`src/rtl/calc_pkg.sv`:
```
// Shared calculator definitions: decoder FSM states and active-low
// seven-segment encodings (index 0 = segment a, index 6 = segment g).
package calc_pkg;

  typedef enum logic [1:0] {
    IDLE,
    CONVERT,
    DONE
  } state_t;

  typedef logic [0:6] seg_t;

  localparam seg_t SEG_BLANK = 7'b1111111;
  localparam seg_t SEG_0     = 7'b0000001;
  localparam seg_t SEG_1     = 7'b1001111;
  localparam seg_t SEG_2     = 7'b0010010;
  localparam seg_t SEG_3     = 7'b0000110;
  localparam seg_t SEG_4     = 7'b1001100;
  localparam seg_t SEG_5     = 7'b0100100;
  localparam seg_t SEG_6     = 7'b0100000;
  localparam seg_t SEG_7     = 7'b0001111;
  localparam seg_t SEG_8     = 7'b0000000;
  localparam seg_t SEG_9     = 7'b0000100;

  // Digits 10..15 never come out of the converter; they map to blank.
  function automatic seg_t digit_to_seg(input logic [3:0] digit);
    case (digit)
      4'd0:    return SEG_0;
      4'd1:    return SEG_1;
      4'd2:    return SEG_2;
      4'd3:    return SEG_3;
      4'd4:    return SEG_4;
      4'd5:    return SEG_5;
      4'd6:    return SEG_6;
      4'd7:    return SEG_7;
      4'd8:    return SEG_8;
      4'd9:    return SEG_9;
      default: return SEG_BLANK;
    endcase
  endfunction

endpackage

```
`src/rtl/result_bcd_decoder_if.sv`:
```
// Result-to-display interface: the master issues conversion requests,
// the slave (decoder) returns digits, sign and segment drives.
interface result_bcd_decoder_if;
  import calc_pkg::*;

  logic       start;
  logic [7:0] value;
  logic       signed_mode;
  logic       busy;
  logic       done;
  logic       neg;
  logic [3:0] bcd2;
  logic [3:0] bcd1;
  logic [3:0] bcd0;
  logic       HEX3;
  seg_t       HEX2;
  seg_t       HEX1;
  seg_t       HEX0;

  modport master (
    output start, value, signed_mode,
    input  busy, done, neg, bcd2, bcd1, bcd0, HEX3, HEX2, HEX1, HEX0
  );

  modport slave (
    input  start, value, signed_mode,
    output busy, done, neg, bcd2, bcd1, bcd0, HEX3, HEX2, HEX1, HEX0
  );
endinterface

```
`src/rtl/seg7_decoder.sv`:
```
// Combinational BCD digit to active-low seven-segment decoder with blanking.
module seg7_decoder
  import calc_pkg::*;
(
  input  logic [3:0] digit,
  input  logic       blank,
  output seg_t       seg
);

  // Select blank or the digit's segment pattern.
  always_comb begin
    seg = blank ? SEG_BLANK : digit_to_seg(digit);
  end

endmodule

```
`src/rtl/result_bcd_decoder.sv`:
```
// Sequential binary-to-BCD display decoder: sign/magnitude split on accept,
// eight double-dabble iterations, then registered digits and segment drives.
module result_bcd_decoder
  import calc_pkg::*;
(
  input  logic                 clock,
  input  logic                 reset,
  result_bcd_decoder_if.slave  bus
);

  state_t      state;
  logic [7:0]  mag;
  logic [11:0] scratch;
  logic [2:0]  cnt;
  logic        neg_pending;

  logic [11:0] adj;
  logic [11:0] next_scratch;
  logic        blank2;
  logic        blank1;
  seg_t        seg2;
  seg_t        seg1;
  seg_t        seg0;

  // One double-dabble step: add 3 to nibbles >= 5, then shift in the next magnitude bit.
  always_comb begin
    // NOTE: every always_comb output gets a default first so no path leaves it unassigned (no latch).
    adj = scratch;
    for (int i = 0; i < 3; i++) begin
      if (scratch[i*4 +: 4] >= 4'd5) adj[i*4 +: 4] = scratch[i*4 +: 4] + 4'd3;
    end
    next_scratch = {adj[10:0], mag[7]};
    blank2 = (next_scratch[11:8] == 4'd0);
    blank1 = blank2 && (next_scratch[7:4] == 4'd0);
  end

  // Segment patterns for the digits that will be registered on the final step.
  seg7_decoder u_seg2 (.digit(next_scratch[11:8]), .blank(blank2), .seg(seg2));
  seg7_decoder u_seg1 (.digit(next_scratch[7:4]),  .blank(blank1), .seg(seg1));
  seg7_decoder u_seg0 (.digit(next_scratch[3:0]),  .blank(1'b0),   .seg(seg0));

  // Control FSM, conversion datapath and registered display outputs.
  always_ff @(posedge clock or negedge reset) begin
    if (!reset) begin
      state       <= IDLE;
      mag         <= '0;
      scratch     <= '0;
      cnt         <= '0;
      neg_pending <= 1'b0;
      bus.busy    <= 1'b0;
      bus.done    <= 1'b0;
      bus.neg     <= 1'b0;
      bus.bcd2    <= '0;
      bus.bcd1    <= '0;
      bus.bcd0    <= '0;
      bus.HEX3    <= 1'b1;
      bus.HEX2    <= SEG_BLANK;
      bus.HEX1    <= SEG_BLANK;
      bus.HEX0    <= SEG_0;
    end else begin
      // NOTE: sequential state uses non-blocking assignments so every register samples pre-edge values.
      bus.done <= 1'b0;
      case (state)
        IDLE, DONE: begin
          state <= IDLE;
          if (bus.start) begin
            if (bus.signed_mode && bus.value[7]) begin
              mag         <= ~bus.value + 8'd1;
              neg_pending <= 1'b1;
            end else begin
              mag         <= bus.value;
              neg_pending <= 1'b0;
            end
            scratch  <= '0;
            cnt      <= '0;
            bus.busy <= 1'b1;
            state    <= CONVERT;
          end
        end
        CONVERT: begin
          scratch <= next_scratch;
          mag     <= {mag[6:0], 1'b0};
          cnt     <= cnt + 3'd1;
          if (cnt == 3'd7) begin
            bus.bcd2 <= next_scratch[11:8];
            bus.bcd1 <= next_scratch[7:4];
            bus.bcd0 <= next_scratch[3:0];
            bus.neg  <= neg_pending;
            bus.HEX3 <= ~neg_pending;
            bus.HEX2 <= seg2;
            bus.HEX1 <= seg1;
            bus.HEX0 <= seg0;
            bus.done <= 1'b1;
            bus.busy <= 1'b0;
            state    <= DONE;
          end
        end
        default: state <= IDLE;
      endcase
    end
  end

endmodule
```
`src/flat_wrapper.sv`:
```
// flat-port wrapper written by rule: the top's interface ports become plain ports
module result_bcd_decoder_flat import calc_pkg::*;
  (clock, reset, bus_start, bus_value, bus_signed_mode, bus_busy, bus_done, bus_neg, bus_bcd2, bus_bcd1, bus_bcd0, bus_HEX3, bus_HEX2, bus_HEX1, bus_HEX0);
  result_bcd_decoder_if bus_i ();
  input  logic clock;
  input  logic reset;
  input wire logic [$bits(bus_i.start)-1:0] bus_start;
  input wire logic [$bits(bus_i.value)-1:0] bus_value;
  input wire logic [$bits(bus_i.signed_mode)-1:0] bus_signed_mode;
  output wire logic [$bits(bus_i.busy)-1:0] bus_busy;
  output wire logic [$bits(bus_i.done)-1:0] bus_done;
  output wire logic [$bits(bus_i.neg)-1:0] bus_neg;
  output wire logic [$bits(bus_i.bcd2)-1:0] bus_bcd2;
  output wire logic [$bits(bus_i.bcd1)-1:0] bus_bcd1;
  output wire logic [$bits(bus_i.bcd0)-1:0] bus_bcd0;
  output wire logic [$bits(bus_i.HEX3)-1:0] bus_HEX3;
  output wire logic [$bits(bus_i.HEX2)-1:0] bus_HEX2;
  output wire logic [$bits(bus_i.HEX1)-1:0] bus_HEX1;
  output wire logic [$bits(bus_i.HEX0)-1:0] bus_HEX0;
  assign bus_i.start = bus_start;
  assign bus_i.value = bus_value;
  assign bus_i.signed_mode = bus_signed_mode;
  assign bus_busy = bus_i.busy;
  assign bus_done = bus_i.done;
  assign bus_neg = bus_i.neg;
  assign bus_bcd2 = bus_i.bcd2;
  assign bus_bcd1 = bus_i.bcd1;
  assign bus_bcd0 = bus_i.bcd0;
  assign bus_HEX3 = bus_i.HEX3;
  assign bus_HEX2 = bus_i.HEX2;
  assign bus_HEX1 = bus_i.HEX1;
  assign bus_HEX0 = bus_i.HEX0;
  result_bcd_decoder u_core (.clock(clock), .reset(reset), .bus(bus_i));
endmodule
```
`config.mk`:
```
export PLATFORM = sky130hd
export DESIGN_NAME = result_bcd_decoder_flat
export DESIGN_NICKNAME = d
export VERILOG_FILES = /design/src/rtl/calc_pkg.sv /design/src/rtl/result_bcd_decoder_if.sv /design/src/rtl/seg7_decoder.sv /design/src/rtl/result_bcd_decoder.sv /design/src/flat_wrapper.sv
export SDC_FILE = /design/constraint.sdc
export NUM_CORES = 1
export LEC_CHECK = 0
export CAP_MARGIN = 20
export CORE_ASPECT_RATIO = 1.5
export CORE_MARGIN = 5
export CORE_UTILIZATION = 25
export CTS_CLUSTER_DIAMETER = 40
export DETAILED_ROUTE_END_ITERATION = 10
export PLACE_DENSITY_LB_ADDON = 0.15
export SYNTH_ARGS = -nofsm -noshare
export SYNTH_HDL_FRONTEND = slang
export SYNTH_SLANG_ARGS = --single-unit
```
`constraint.sdc`:
```
create_clock -name clock -period 5.5 [get_ports clock]
set_input_delay 1.65 -clock clock [delete_from_list [all_inputs] [get_ports clock]]
set_output_delay 1.65 -clock clock [all_outputs]
set_load 0.01 [all_outputs]
```
Yosys cells after proc, flatten, opt, wreduce, memory -nomap -nowiden
Memories as Yosys holds them, arrays and structs flattened. A register that Yosys moved wholly into a read port is not among the register bits.
Cells that the tools add are included.

cells by class
  reductions and logical operators = 12
  muxes and demuxes = 21
  add/sub/neg operators = 5
  bitwise operators = 2
  $lt $le $gt $ge = 3
  equal/unequal tests = 5

operators with widths
  operator               number
  $pmux W12 S2           1
  $mux W8                2
  $pmux W8 S2            1
  $mux W7                2
  $ge A4 B3 Y1 const B   3
  $mux W12               1
  $add A4 B2 Y4 const B  2
  $add A8 B1 Y8 const B  1
  $logic_not A4 Y1       2
  $mux W4                2
  $not A8 Y8             1
  $mux W1                6
  $mux W3                2
  $pmux W3 S2            1
  $reduce_and A2 Y1      3
  $pmux W2 S2            1
  $add A3 B1 Y3 const B  1
  $add A3 B2 Y3 const B  1
  $eq A3 B3 Y1 const B   1
  $reduce_and A3 Y1      1
  $eq A2 B1 Y1 const B   1
  $eq A2 B2 Y1 const B   1
  $logic_and A1 B1 Y1    2
  $logic_not A2 Y1       1
  8 further kinds        8

word-level totals
  output and inout port bits = 37
  memory bits (read-only) = 336
  memories = 3
  register bits = 56

memory list
  name              words  bits a word  rd ports  clocked after Yosys merged registers in  write ports  line            source
  (name not given)  16     7            1         1                                        0            calc_pkg.sv:27  case (digit)
  (name not given)  16     7            1         0                                        0            calc_pkg.sv:27
  (name not given)  16     7            1         0                                        0            calc_pkg.sv:27

Logic depth before layout (Yosys ltp)
Gate-level depths: netlist of the first run.

  word-level depth = 5
  gate-level depth with buffers = 11
  mapped depth without buffers = 10

Cells and area by module
From an unflattened synthesis of the first run, not the netlist that was laid out.

unflattened totals
  cells, all modules = 338
  area, all modules = 3580.9 um^2

by module, submodules not included
  module              instances  area each (um^2)  cells an instance
  result_bcd_decoder  1          2871.5            239
  seg7_decoder        3          236.5             33

Worst setup path before layout of the first run
No wires, ideal clock.

  kind = input to register
  start point = input port bus_value[2]
  end point = register u_core.mag[5]
  library setup time = 134 ps
  arrival = 2510 ps
  data required time = 5366 ps
  buffers on the path = 0
  setup slack = 2857 ps
  stages = 5
  cells stage by stage = or4_1 -> nor2_1 -> nor2_1 -> xnor2_1 -> o21ai_0

on the way
  longest elaborated chain between the ends = 5

RTL lines
  item                    line                      source
  start: declaration      flat_wrapper.sv:8         input wire logic [$bits(bus_i.value)-1:0] bus_value;
  $not A8 Y8              result_bcd_decoder.sv:68  mag <= ~bus.value + 8'd1;
  $add A8 B1 Y8           result_bcd_decoder.sv:68
  $mux W8                 result_bcd_decoder.sv:67  if (bus.signed_mode && bus.value[7]) begin
  $mux W8                 result_bcd_decoder.sv:66  if (bus.start) begin
  $pmux W8 S2             result_bcd_decoder.sv:63  case (state)
  end signal: assignment  result_bcd_decoder.sv:68
  end signal: assignment  result_bcd_decoder.sv:71  mag <= bus.value;
  end signal: assignment  result_bcd_decoder.sv:82  mag <= {mag[6:0], 1'b0};
  end: declaration        result_bcd_decoder.sv:12  logic [7:0] mag;

Every way passes these cells. The select of a mux whose other input is x is not followed.
A chain may end at the register's enable or synchronous reset.

Worst setup path after layout of the first run
  start point = register u_core.bus.HEX0[0]
  end point = output port bus_HEX0[0]

RTL lines
  item                line                         source
  start: declaration  result_bcd_decoder_if.sv:27  output busy, done, neg, bcd2, bcd1, bcd0, HEX3, HEX2, HEX1, HEX0
  end: declaration    flat_wrapper.sv:19           output wire logic [$bits(bus_i.HEX0)-1:0] bus_HEX0;

No word-level cell between the ends.

==> results of run 1 <==
-- metrics by stage --
stage                      util  area [um2]  instances  worst slack (ps)  power (uW)
after floorplan               -        3480        376              2860        2040
after global placement    0.300        4080        569              2290        2590
after detailed placement  0.300        4080        569              2290        2610
after CTS                 0.325        4410        585              2430        3260
after global routing      0.325        4410        585              2420        3480
final                     0.325        4410        585              2450        3200
-- layout make-up --
cell class / instances / area [um2] / area share
clock inverters: 6 / 92.6 / 0.0210
clock buffers: 10 / 239 / 0.0542
inverters: 17 / 63.8 / 0.0145
multi-input cells: 275 / 1710 / 0.388
repair buffers: 52 / 505 / 0.115
well taps: 162 / 203 / 0.0459
flip-flops and latches: 63 / 1600 / 0.362
-- final timing paths --
| kind | start | endpoint | slack, ps | cells past startpoint |
|---|---|---|---|---|
| min reg2reg | u_core.neg_pending | u_core.bus.HEX3 | 460 | 1 |
| max in group asynchronous | reset | u_core.bus.HEX3 | 3290 | 2 |
| max reg2reg | u_core.scratch[9] | u_core.bus.HEX1[3] | 2730 | 10 |
| min in group asynchronous | reset | u_core.bus.HEX0[6] | 1280 | 1 |
| max | u_core.bus.HEX0[0] | bus_HEX0[0] | 2450 | 1 |
| min | u_core.neg_pending | u_core.bus.HEX3 | 460 | 1 |
-- metal layers --
layer,part of all wire,track usage
met1,0.41,0.126
met2,0.53,0.203
met3,0.035,0.0234
met4,0.019,0.0463
met5,0,0
-- cells by family (layout without fill, tap and decap cells) --
kind of cell,count (synthesis),count (layout),synth area share
compound gates,129,129,0.241
xor+xnor,9,9,0.0248
fa+ha+maj,19,19,0.0683
buf+inv,38,85,0.0492
flops,63,63,0.459
mux,4,4,0.0115
simple gates,114,114,0.146
-- flip-flops by register name, indices dropped and copies added, names as in the netlist --
name and cells:
u_core.bus.HEX0 7, u_core.bus.HEX1 7, u_core.bus.HEX2 7, u_core.bus.HEX3 1, u_core.bus.bcd0 4, u_core.bus.bcd1 4, u_core.bus.bcd2 4, u_core.bus.busy 1
u_core.bus.done 1, u_core.bus.neg 1, u_core.cnt 3, u_core.mag 8, u_core.neg_pending 1, u_core.scratch 12, u_core.state 2
-- layout by cell type (no fill, tap or decap), types with 2 or more instances in the layout --
cell type,instances
nand2_1,56
o21ai_0,48
clkdlybuf4s50_1,47
dfrtp_1,47
nor2_1,29
ha_1,19
inv_1,17
a21oi_1,17
dfstp_2,16
a31oi_1,10
clkbuf_16,9
nand2b_1,8
xnor2_1,8
a22oi_1,8
o21a_1,6
nor3_1,4
o211ai_1,4
a22o_1,4
a221o_1,4
mux2i_1,4
buf_4,4
a211oi_2,3
o21ai_1,3
o31ai_1,3
a21o_1,3
nor2b_1,2
nor3b_1,2
o21bai_1,2
or2_1,2
nand3_1,2
o22ai_1,2
a211oi_1,2
bufinv_16,2
clkinvlp_4,2
-- where the power goes --
part,total [uW],switching (uW),internal [uW]
Clock,625,214,411
Sequential,916,189,727
Combinational,1660,921,734
==> impl_metrics.env, run 1 <==
export IMPL_numCtsBuffers=9
export IMPL_cp_top_family="buffers and inverters"
export IMPL_synth_warnings=0
export IMPL_clk_path_buf_depth=2
export IMPL_antenna_found_initial=0
export IMPL_finalClockSkew_ps=7.24
export IMPL_critPathRequiredTime_ps=3850
export IMPL_die_area_um2=16400
export IMPL_worst_pin_slew_ps=849
export IMPL_crit_chain="clkdlybuf4s50_1"
export IMPL_grt_pass1_vias=2967
export IMPL_syn_to_final_growth_pct=26.8
export IMPL_period_needed_ps=3050
export IMPL_max_slew_margin=0.432
export IMPL_period_share=0.554
export IMPL_synth_top_area_frac=0.338
export IMPL_yosys_most_used_dff="dfrtp_1"
export IMPL_portBuffers=48
export IMPL_cts_tree="built"
export IMPL_ys_ff_latch=63
export IMPL_n_fill_cell=1395
export IMPL_clock_sinks=63
export IMPL_status="finished clean"
export IMPL_clk_insertion_delay_late_ps=330
export IMPL_yosysMostFrequentCell="nand2_1"
export IMPL_worstPathMaxFanout=2
export IMPL_max_stage_delay_ps=540
export IMPL_start_util=0.256
export IMPL_hold_buffers=0
export IMPL_grt_max_degree=47
export IMPL_first_pass_iters=5
export IMPL_wl_per_cell_um=14.7
export IMPL_io_pins=49
export IMPL_hold_viol_final=0
export IMPL_synth_edf_count=0
export IMPL_place_gp_congestion=0.764
export IMPL_wl_um=8600
export IMPL_num_vias=2806
export IMPL_p_leak_uw=0.00187
export IMPL_irDropWorstVdd_mv=0.201
export IMPL_fmax_ghz=0.328
export IMPL_synth_cell_types=55
export IMPL_cp_arrival_ps=1400
export IMPL_grt_overflow=0
export IMPL_drt_iter0_drc=107
export IMPL_drt_drc_violations_left=0
export IMPL_root_buffer="clkbuf_16"
export IMPL_cp_slowest_cell="clkdlybuf4s50_1"
export IMPL_grtUsageTotal=0.112
export IMPL_cts_max_level=3
export IMPL_synth_area_top_cells="dfrtp_1 (34%), dfstp_2 (12%), o21ai_0 (6.9%)"
export IMPL_cap_viol_max_count=0
export IMPL_yosys_area_top_type="dfrtp_1"
export IMPL_cts_setup_buffers=0
export IMPL_fin_hold_ws_ps=458
export IMPL_viasPerCell=4.80
export IMPL_p_per_area_nw_per_um2=724
export IMPL_core_area_um2=13600
export IMPL_worstSetupPathType="flip-flop to output port"
export IMPL_ant_nets=0
export IMPL_slew_violations=0
export IMPL_cts_resized=0
export IMPL_dp_hpwl_um=6240
export IMPL_synth_common_cells="nand2_1 (56), o21ai_0 (48), dfrtp_1 (47)"
export IMPL_cp_buffers_inverters=1
export IMPL_setup_viol=0
export IMPL_n_antenna_cell=0
export IMPL_dieHeight_um=155
export IMPL_seq_area_frac_synth=0.459
export IMPL_async_flop_share=1.00
export IMPL_startpoint_type="flip-flop"
export IMPL_tns_ps=0
export IMPL_synth_nets=407
export IMPL_rsz0062_at_grt="false"
export IMPL_synth_area_um2=3480
export IMPL_hp_class="flip-flop to flip-flop"
export IMPL_drive_gt1_frac=0.113
export IMPL_netlist_instances=376
export IMPL_critPathCaptureType="output port"
export IMPL_die_width_um=106
export IMPL_grt_pass1_wl_um=14900
export IMPL_row_count=52
export IMPL_syn_area_per_cell_um2=9.26
export IMPL_layout_nets=449
export IMPL_clk_pin_slew_ps=60
No activity file was read; power rests on OpenSTA's default activity.
==> run 2, diff against run 1 <==
==> constraint.sdc (replaced) <==
create_clock -name clock -period 2.65 [get_ports clock]
set_input_delay 0.795 -clock clock [delete_from_list [all_inputs] [get_ports clock]]
set_output_delay 0.795 -clock clock [all_outputs]
set_load 0.01 [all_outputs]
==> impl_metrics.env, run 2 (synthesized netlist as in run 1, its figures left out) <==
export IMPL_status="finished clean"
export IMPL_dp_hpwl_um=6410
export IMPL_grt_met1_usage=0.128
export IMPL_grt_use_met2=0.200
export IMPL_tns_ps=0
export IMPL_p_switching_uw=2790
export IMPL_max_slew_margin=0.492
export IMPL_p_per_area_nw_per_um2=1520
export IMPL_drt_drc_violations_left=0
export IMPL_clock_power_share=0.202
export IMPL_layout_nets=457
export IMPL_io_pins=49
export IMPL_syn_to_final_growth_pct=29.4
export IMPL_max_stage_delay_ps=550
export IMPL_grtUsageTotal=0.114
export IMPL_hold_viol_final=0
export IMPL_drive_gt1_frac=0.132
export IMPL_crit_start="u_core.scratch[0]"
export IMPL_worstSetupPathType="flip-flop to flip-flop"
export IMPL_grt_max_degree=44
export IMPL_rsz0062_at_grt="false"
export IMPL_final_common_cell="nand2_1"
export IMPL_numCtsBuffers=9
export IMPL_root_buffer="clkbuf_16"
export IMPL_max_flop_register="u_core.scratch"
export IMPL_crit_path_end="u_core.bus.HEX1[1]"
export IMPL_p_sw_frac=0.408
export IMPL_crit_chain="inv_1, ha_1, and2b_4, nor3_1, a21oi_2, ha_1, nand4_1, o22ai_1, a221o_1"
export IMPL_clock_sinks=63
export IMPL_grt_busiest_layer="met2"
export IMPL_period_needed_ps=2440
export IMPL_critPathCaptureType="flip-flop"
export IMPL_core_area_um2=13600
export IMPL_wl_um=8750
export IMPL_fin_hold_ws_ps=431
export IMPL_finalPower_uw=6850
export IMPL_worst_pin_slew_ps=760
export IMPL_cap_viol_max_count=0
export IMPL_pre_cts_ws_ps=168
export IMPL_p_leak_uw=0.00192
export IMPL_slew_violations=0
export IMPL_start_util=0.256
export IMPL_row_count=52
export IMPL_clk_insertion_delay_late_ps=340
export IMPL_combPwrFrac=0.524
export IMPL_met3_usage=0.0300
export IMPL_rrSetupSlack_ps=210
export IMPL_utilization=0.331
export IMPL_setup_viol=0
export IMPL_cpMostUsedCell="ha_1"
export IMPL_clk_path_buf_depth=2
export IMPL_startpoint_type="flip-flop"
export IMPL_drt_iter0_drc=84
export IMPL_grt_overflow=0
export IMPL_grt_pass1_vias=2983
export IMPL_wl_per_cell_um=14.8
export IMPL_first_pass_iters=4
export IMPL_worstPathMaxFanout=10
export IMPL_reg2regPathDepth=9
export IMPL_die_area_um2=16400
export IMPL_finalClockSkew_ps=8.45
export IMPL_dieHeight_um=155
export IMPL_num_vias=2872
export IMPL_ant_nets=0
export IMPL_cts_max_level=3
export IMPL_n_fill_cell=1416
export IMPL_cellInternalPower_uw=4060
export IMPL_critPathRequiredTime_ps=2910
export IMPL_irDropWorstVdd_mv=0.444
export IMPL_die_width_um=106
export IMPL_fmax_ghz=0.411
export IMPL_period_share=0.919
export IMPL_seq_power_share=0.275
export IMPL_r2r_end="u_core.bus.HEX1[1]"
export IMPL_final_cell_mix="nand2_1 (56), o21ai_0 (48), clkdlybuf4s50_1 (47), dfrtp_1 (47), nor2_1 (29)"
export IMPL_viasPerCell=4.84
export IMPL_cp_arrival_ps=2690
export IMPL_place_gp_congestion=0.753
export IMPL_cts_setup_buffers=0
export IMPL_grt_pass1_wl_um=15000
export IMPL_portBuffers=48
export IMPL_setup_slack_ps=215
export IMPL_cts_tree="built"
export IMPL_worstReg2RegStart="u_core.scratch[0]"
export IMPL_cp_slowest_cell="dfrtp_1"
export IMPL_clk_pin_slew_ps=60
export IMPL_n_antenna_cell=0
export IMPL_hp_class="input pin to async pin"
export IMPL_top_regs="u_core.scratch (12), u_core.mag (8)"
export IMPL_largest_reg_flops=12
export IMPL_antenna_found_initial=0
## run 2: how the worst min path moves through the flow
stage                  startpoint                  to  slack [ps]  cells after the start
6_report                    reset     u_core.bus.done         430                      1
4_1_cts                     reset     u_core.bus.done         450                      1
5_1_grt                     reset     u_core.bus.done         470                      1
3_5_place_dp   u_core.bus.HEX2[2]  u_core.bus.HEX2[2]         460                      2
2_1_floorplan  u_core.neg_pending     u_core.bus.HEX3         430                      1
3_3_place_gp   u_core.neg_pending     u_core.bus.HEX3         450                      1
## run 2: power groups by stage
stage	logic [uW]	registers (uW)	clock network, uW
detailed placement	3640	1900	0
CTS	3660	1890	1410
finish	3590	1880	1380
global route	4040	1960	1470
global placement	3620	1900	0
floorplan	2340	1890	0
## run 2: what timing repair did
| item | 4_1_cts | 5_1_grt |
|---|---|---|
| setup endpoints to repair | 0 | 4 |
| gates resized for setup | 0 | 1 |
| hold buffers | 0 | 0 |
| hold endpoints to repair | 0 | 0 |
## run 2: per-stage QoR
step                std cells  area, um2
finish                    593       4500
global route              593       4500
CTS                       593       4500
detailed placement        577       4150
global placement          577       4150
floorplan                 376       3480
## run 2: critical path, delay by kind of cell (launching register included)
kind                     cells  cell delay [ps]
flip-flops                   1              550
AND/OR/NAND/NOR              3              580
adder cells (fa/ha/maj)      2              530
buffers and inverters        1              110
AO/OA/AOI/OAI                3              580
## run 2: routing by layer
metal	wire length (um)	up-vias	share of wire
met5	0	-	0
li1	-	1424	-
met3	312	10	0.036
met4	178	0	0.020
met1	3700	1392	0.42
met2	4560	46	0.52
## run 2: final cells by class
cell class | instances | area (um2) | share of cell area
Clock buffer | 9 | 225 | 0.0500
Clock inverter | 7 | 121 | 0.0269
Inverter | 17 | 63.8 | 0.0142
Multi-Input combinational cell | 275 | 1720 | 0.381
Sequential cell | 63 | 1600 | 0.354
Tap cell | 162 | 203 | 0.0450
Timing Repair Buffer | 60 | 578 | 0.128
